$ cat src/rtl/addr_step_seq_pkg.sv
// Shared definitions for addr_step_seq: FSM state encoding, default window width
// and the fallback for the project-wide `Data_Addr_width macro.
`ifndef Data_Addr_width
`define Data_Addr_width 16
`endif

package addr_step_seq_pkg;

  localparam int WIN_W_DEFAULT = 7;

  typedef enum logic [2:0] {
    IDLE = 3'd0,
    INIT = 3'd1,
    FWD  = 3'd2,
    BWD  = 3'd3,
    DONE = 3'd4
  } state_e;

endpackage

$ cat src/rtl/addr_step_seq.sv
// Window-by-window address-step sequencer for one parallel segment; all outputs registered.
// Define ADDR_SEQ_BWD_EN to add a backward pass after each forward pass.
`ifndef Data_Addr_width
`define Data_Addr_width 16
`endif

module addr_step_seq
  import addr_step_seq_pkg::*;
#(
  parameter int CNT_W = `Data_Addr_width,
  parameter int WIN_W = WIN_W_DEFAULT
) (
  input  logic             clk,
  input  logic             reset,
  input  logic             start,
  input  logic [CNT_W-1:0] segLen,
  input  logic [WIN_W-1:0] winLen,
  input  logic             hold,
  output logic             Init_flag,
  output logic             CmpDirection,
  output logic             Step_en,
  output logic [CNT_W-1:0] Win_idx,
  output logic [WIN_W-1:0] Step_cnt,
  output logic             busy,
  output logic             done
);

  localparam int MW = (CNT_W > WIN_W) ? CNT_W : WIN_W;

  state_e           state_q;
  logic [CNT_W-1:0] rem_q;
  logic [WIN_W-1:0] win_len_q;
  logic [WIN_W-1:0] n_q;
  logic [CNT_W-1:0] win_q;
  logic [WIN_W-1:0] cnt_q;
  logic             init_q, dir_q, en_q, busy_q, done_q;

  logic [WIN_W-1:0] n_d;
  logic [WIN_W-1:0] n_last_d;
  logic [CNT_W-1:0] rem_d;

  // The last window of a segment may be shorter than the window length.
  function automatic logic [WIN_W-1:0] win_min(input logic [WIN_W-1:0] w,
                                              input logic [CNT_W-1:0] r);
    logic [MW-1:0] we;
    logic [MW-1:0] re;
    we = MW'(w);
    re = MW'(r);
    return (re < we) ? WIN_W'(re) : w;
  endfunction

  assign n_d      = win_min(win_len_q, rem_q);
  assign n_last_d = n_q - WIN_W'(1);
  assign rem_d    = rem_q - CNT_W'(n_q);

  always_ff @(posedge clk or negedge reset) begin
    if (!reset) begin
      state_q   <= IDLE;
      rem_q     <= '0;
      win_len_q <= '0;
      n_q       <= '0;
      win_q     <= '0;
      cnt_q     <= '0;
      init_q    <= 1'b0;
      dir_q     <= 1'b0;
      en_q      <= 1'b0;
      busy_q    <= 1'b0;
      done_q    <= 1'b0;
    end else begin
      done_q <= 1'b0;
      case (state_q)
        IDLE: begin
          init_q <= 1'b0;
          en_q   <= 1'b0;
          dir_q  <= 1'b1;
          if (start) begin
            rem_q     <= segLen;
            win_len_q <= (winLen == '0) ? WIN_W'(1) : winLen;
            win_q     <= '0;
            cnt_q     <= '0;
            busy_q    <= 1'b1;
            if (segLen == '0) begin
              state_q <= DONE;
              done_q  <= 1'b1;
            end else begin
              state_q <= INIT;
              init_q  <= 1'b1;
            end
          end
        end
        INIT: begin
          n_q <= n_d;
          if (!hold) begin
            state_q <= FWD;
            init_q  <= 1'b0;
            en_q    <= 1'b1;
            cnt_q   <= '0;
          end
        end
        FWD: begin
          if (hold) begin
            en_q <= 1'b0;
          end else if (cnt_q != n_last_d) begin
            cnt_q <= cnt_q + WIN_W'(1);
            en_q  <= 1'b1;
          end else begin
`ifdef ADDR_SEQ_BWD_EN
            // Backward pass starts from the last forward index.
            state_q <= BWD;
            dir_q   <= 1'b0;
            en_q    <= 1'b1;
`else
            rem_q <= rem_d;
            en_q  <= 1'b0;
            cnt_q <= '0;
            if (rem_d == '0) begin
              state_q <= DONE;
              done_q  <= 1'b1;
            end else begin
              state_q <= INIT;
              init_q  <= 1'b1;
              win_q   <= win_q + CNT_W'(1);
            end
`endif
          end
        end
`ifdef ADDR_SEQ_BWD_EN
        BWD: begin
          if (hold) begin
            en_q <= 1'b0;
          end else if (cnt_q != '0) begin
            cnt_q <= cnt_q - WIN_W'(1);
            en_q  <= 1'b1;
          end else begin
            rem_q <= rem_d;
            en_q  <= 1'b0;
            dir_q <= 1'b1;
            if (rem_d == '0) begin
              state_q <= DONE;
              done_q  <= 1'b1;
            end else begin
              state_q <= INIT;
              init_q  <= 1'b1;
              win_q   <= win_q + CNT_W'(1);
            end
          end
        end
`endif
        DONE: begin
          state_q <= IDLE;
          busy_q  <= 1'b0;
        end
        default: begin
          state_q <= IDLE;
          busy_q  <= 1'b0;
        end
      endcase
    end
  end

  assign Init_flag    = init_q;
  assign CmpDirection = dir_q;
  assign Step_en      = en_q;
  assign Win_idx      = win_q;
  assign Step_cnt     = cnt_q;
  assign busy         = busy_q;
  assign done         = done_q;

endmodule

$ cat config.mk
export PLATFORM = sky130hd
export DESIGN_NAME = addr_step_seq
export DESIGN_NICKNAME = d
export VERILOG_FILES = /design/src/rtl/addr_step_seq_pkg.sv /design/src/rtl/addr_step_seq.sv
export SDC_FILE = /design/constraint.sdc
export NUM_CORES = 1
export LEC_CHECK = 0
export CAP_MARGIN = 5
export CORE_MARGIN = 1.5
export CORE_UTILIZATION = 55
export DETAILED_ROUTE_END_ITERATION = 8
export GPL_TIMING_DRIVEN = 1
export PLACE_DENSITY = 0.88
export SETUP_SLACK_MARGIN = 0.5
export SYNTH_ARGS = -nofsm -noshare
export SYNTH_HDL_FRONTEND = slang
export SYNTH_SLANG_ARGS = --single-unit
$ cat constraint.sdc
create_clock -name clk -period 4.13 [get_ports clk]
set_input_delay 0.6195 -clock clk [delete_from_list [all_inputs] [get_ports clk]]
set_output_delay 0.6195 -clock clk [all_outputs]
set_load 0.02 [all_outputs]
# Word level (Yosys, flattened, before mapping)
# Cells that the tools add are included.
[word_totals] ff_bits=61 word_cells=82
[op_classes] n_mux=42 n_eq_ne=8 bitwise=1 n_reduce_logical=15 order_cmp=1 n_addsub=4
[ops] op="two-way mux 16 bit" count=7
[ops] op="one-hot mux 16 bit (2 select lines)" count=2
[ops] op="two-way mux 7 bit" count=6
[ops] op="zero test 16 bit" count=2
[ops] op="one-hot mux 7 bit (3 select lines)" count=1
[ops] op="two-way mux 3 bit" count=6
[ops] op="adder 16 x 1 -> 16 bit, second input constant" count=1
[ops] op="less-than comparator 16 x 7 -> 1 bit" count=1
[ops] op="subtractor 16 x 7 -> 16 bit" count=1
[ops] op="two-way mux 1 bit" count=15
[ops] op="AND reduction 4 bit" count=3
[ops] op="!= test 2 bit, second input constant" count=5
[ops] op="AND reduction 5 bit" count=2
[ops] op="one-hot mux 3 bit (3 select lines)" count=1
[ops] op="adder 7 x 1 -> 7 bit, second input constant" count=1
[ops] op="zero test 7 bit" count=1
[ops] op="!= test 7 bit" count=1
[ops] op="subtractor 7 x 1 -> 7 bit, second input constant" count=1
[ops] op="one-hot mux 1 bit (3 select lines)" count=2
[ops] op="AND reduction 2 bit" count=3
[ops] op="one-hot mux 1 bit (2 select lines)" count=2
[ops] op="equality test 3 x 1 -> 1 bit, second input constant" count=1
[ops] op="equality test 3 x 2 -> 1 bit, second input constant" count=1
[ops] op="zero test 3 bit" count=1
[ops] op="other kinds (4)" count=4

# Depth between registers and ports, before layout
[logic_depth] ltp_word=6 mapped_depth=12 ltp_nobuf=11

# Worst setup path after synthesis
# Ideal clock, no wire load.
[synth_timing] path_type="register -> register" start="register n_q[0]" end="register win_q[3], in the netlist Win_idx[3]" slack_ns=0.911 setup_time_ns=0.126 synth_period_minus_slack_ns=3.219 t_arrival_ns=3.093 path_stages_with_launch=11 cell_sequence="dfrtp_1 -> ha_1 -> fa_1 -> and2b_1 -> o2111ai_1 -> a21oi_1 -> and2b_2 -> or4_4 -> nor4_4 -> nor2_2 -> a221o_1"
[synth_between] elab_chain_cells=4 elab_cells_between_ends=7 classes_between="add/sub: 2; eq/ne: 3; reduce/logical: 2"
[synth_lines] element="from (decl)" line_no="addr_step_seq.sv:33" source="logic [WIN_W-1:0] n_q;"
[synth_lines] element="from (signal assigned)" line_no="addr_step_seq.sv:92" source="n_q <= n_d;"
[synth_lines] element="subtractor 16 x 7 -> 16 bit or subtractor 7 x 1 -> 7 bit (tied branches)" line_no="addr_step_seq.sv:54, addr_step_seq.sv:53"
[synth_lines] element="zero test 16 bit or != test 7 bit (tied branches)" line_no="addr_step_seq.sv:116, addr_step_seq.sv:103"
[synth_lines] element="!= test 2 bit (no source line)"
[synth_lines] element="AND reduction 5 bit (no source line) (*)"
[synth_lines] element="to (signal assigned)" line_no="addr_step_seq.sv:122" source="win_q <= win_q + CNT_W'(1);"
[synth_lines] element="to (decl)" line_no="addr_step_seq.sv:34" source="logic [CNT_W-1:0] win_q;"
# Every way passes the cells marked *; elsewhere a longest branch is shown, timed or not.
# A chain may end at the register's enable or synchronous reset.

# Final worst setup path
[layout_timing] start="register n_q[0]" end="register win_q[13], in the netlist Win_idx[13]"
# The elaborated chain is that of the path after synthesis.

==> metrics.txt <==
status completed; multi-input combinational cell area 2399 um^2; Setup CP Type flip-flop to flip-flop; drt pass-1 iters 4; DIE AREA approximately 8000 um^2; ys flop type dfrtp_1; most common cell after layout, fill and taps aside dfrtp_1; fmax ~290 MHz; Finish-stage setup viols 0; clock buffer depth 2; port buffer count 54; Hold WC Path Type input port to async pin; Synth warnings 0; Nets 573; Initial DRC Count 264; Slew Limit Fails 0; Final TNS setup 0 ns; Storage cell area 1526 um^2; CP Data Required Time ~4.4 ns; largest net degree at the start of global routing 33; detailed placer's ending HPWL ~8000 um; share of cells above drive strength 1 0.08989; vias per cell slightly above 6; Overflow after GRT 0; chip width between 80 and 90 um; Critical Path End Type flip-flop; critical-path cell list ha_1, fa_1, and2b_1, o2111ai_1, a21oi_1, and2b_2, or4_4, nor4_4, nor2_2, a221o_1; Root Buffer clkbuf_8; Peak VDD IR around 0.3 mV; initial antenna violation count 0; Core ar. slightly above 7000 um^2; clock transition at the registers of the reported paths 0.08 ns; most frequent cells in the layout 61 x dfrtp_1, 55 x nand2_1, 53 x clkdlybuf4s50_1, 45 x nor2_1, 34 x o21ai_0; TritonCTS buffer count 9; clock tree from TritonCTS done; Vert. Die Dim between 80 and 90 um; Worst setup SP type flip-flop; # DRC 0; CTS sink cnt 61; Buf+Inv Stages, Crit Path 0; Async SR Flop Fraction 1.000; delay of the slowest critical-path stage 0.47 ns; n_diodes 0; Hold Vio Cnt, Final 0; H-tree levels 3; RSZ-0062 raised after global routing no; RePlAce Congestion roughly 0.94; Slew headroom 0.3277; dpl cell area roughly 4700 um^2; Mapped Nets ~520; pwr dens 734.6 nW/um^2; Crit-path slowest cell or4_4; arrival time at the worst endpoint 3.68 ns; Worst-Margin Slew 1.008 ns; clk_lat worst skew ~0.36 ns; Seq/Total Area, Yosys 0.3718; average size of a mapped cell roughly 8.6 um^2; Layout fillers 585; I/O pin total 55; Pleak ~2.1 nW; routed wire length around 11,000 um; Final Cell Area approximately 5000 um^2; cell family with most CP delay simple AND/OR/NAND/NOR gates; Vias 3,880; Final period util 0.8321; # Max-Cap Violations 0; Post-synth EDFFs 0; Final min period 3.436 ns; first-pass GRT wire length 17,850 um; post-synthesis cell type count 66; row cnt 31; vias in the first global route about 3,800; Initial Utilization 0.5660; Total GRT Usage 0.2954; register bit count reported by yosys between 60 and 70; Synth-to-Final Area Change 21.18%; mapped cell area 4105 um^2; Routed Antenna Nets 0; crit path max fanout 7; Max Clock Skew 0.01229 ns; Syn Inst Count between 400 and 500; cts hold-fix bufs 0; Avg WL per Cell 17.49 um
-- cells in the mapped netlist, drive strengths merged, types with 8 or more instances --
cell type  count  share of area
a21oi         34          0.042
and3           9          0.014
clkbuf        16          0.015
dfrtp         61           0.37
ha            16          0.049
inv           24          0.022
mux2i          9          0.022
nand2         55          0.050
nand3         12          0.015
nand4          8          0.012
nor2          46          0.043
nor3          17          0.021
nor4          10          0.026
o21ai         34          0.041
or3            9          0.015
xnor2         13          0.028
xor2           8          0.017
-- flip-flops by register name, indices dropped and copies added, names as in the netlist --
signal and cells:
busy 1, Step_cnt 7, win_len_q 7, Win_idx 16, Init_flag 1, CmpDirection 1, state_q 3, n_q 7
done 1, Step_en 1, rem_q 16
-- final cells by class --
class | count | area share
repair buffers | 61 | 0.1182
clock inverters | 7 | 0.02490
well taps | 99 | 0.02490
flip-flops and latches | 61 | 0.3068
inverters | 24 | 0.01811
clock buffers | 9 | 0.02490
multi-input cells | 372 | 0.4821
-- per-layer routing --
metal | vias to the layer above | wire [um] | GRT usage
li1 | 1852 | - | -
met1 | 1848 | 4611 | 0.3599
met2 | 150 | 5429 | 0.4949
met3 | 30 | 720 | 0.06833
met4 | 0 | 308 | 0.1399
met5 | - | 0 | 0
-- kinds of logic (layout without fill, tap and decap cells) --
logic type                 after synthesis  count (layout)  synth area share
DFF                                     61              61            0.3718
buffers and inverters                   47             101           0.04816
xor gates and xnor gates                21              21           0.04480
AOI/OAI and AO/OA                      133             133            0.2176
and+or+nand+nor                        192             192            0.2420
adders and majority gates               17              17           0.05364
muxes                                    9               9           0.02195
-- report_power, final --
| group | leakage (nW) | internal [mW] | switching [mW] |
|---|---|---|---|
| combinational | 1.17 | 0.769 | 1.18 |
| clock | 0.120 | 0.403 | 0.266 |
| sequential | 0.768 | 0.776 | 0.258 |
-- path summary, 6_finish.rpt --
kind,start,endpoint,slack [ns],cells after the start
worst max-delay path,n_q[0],Win_idx[13],0.69,10
worst min-delay path,reset,win_len_q[5],0.32,1
worst max register to register,n_q[0],Win_idx[13],0.69,10
worst min register to register,CmpDirection,CmpDirection,0.47,1
max in group asynchronous,reset,Win_idx[5],2.93,2
min in group clk,CmpDirection,CmpDirection,0.47,1
-- stage by stage --
| stage | utilization | std cells | power, mW | setup slack, ns | hold WS [ns] |
|---|---|---|---|---|---|
| after floorplan | - | 480 | 2.423 | 0.9113 | 0.3239 |
| after global placement | 0.6507 | 617 | 2.867 | 0.7174 | 0.4461 |
| after detailed placement | 0.6507 | 617 | 2.933 | 0.6103 | 0.4517 |
| after CTS | 0.6848 | 633 | 3.612 | 0.5775 | 0.3384 |
| after global routing | 0.6859 | 633 | 3.889 | 0.5411 | 0.3768 |
| final | 0.6859 | 633 | 3.654 | 0.6935 | 0.3184 |
-- repair_timing --
action                                  in CTS  in global routing
resized for setup                            0                  2
setup buffers                                0                  0
endpoints found under the setup margin       0                 13
Power figures use the tool's default switching activity.
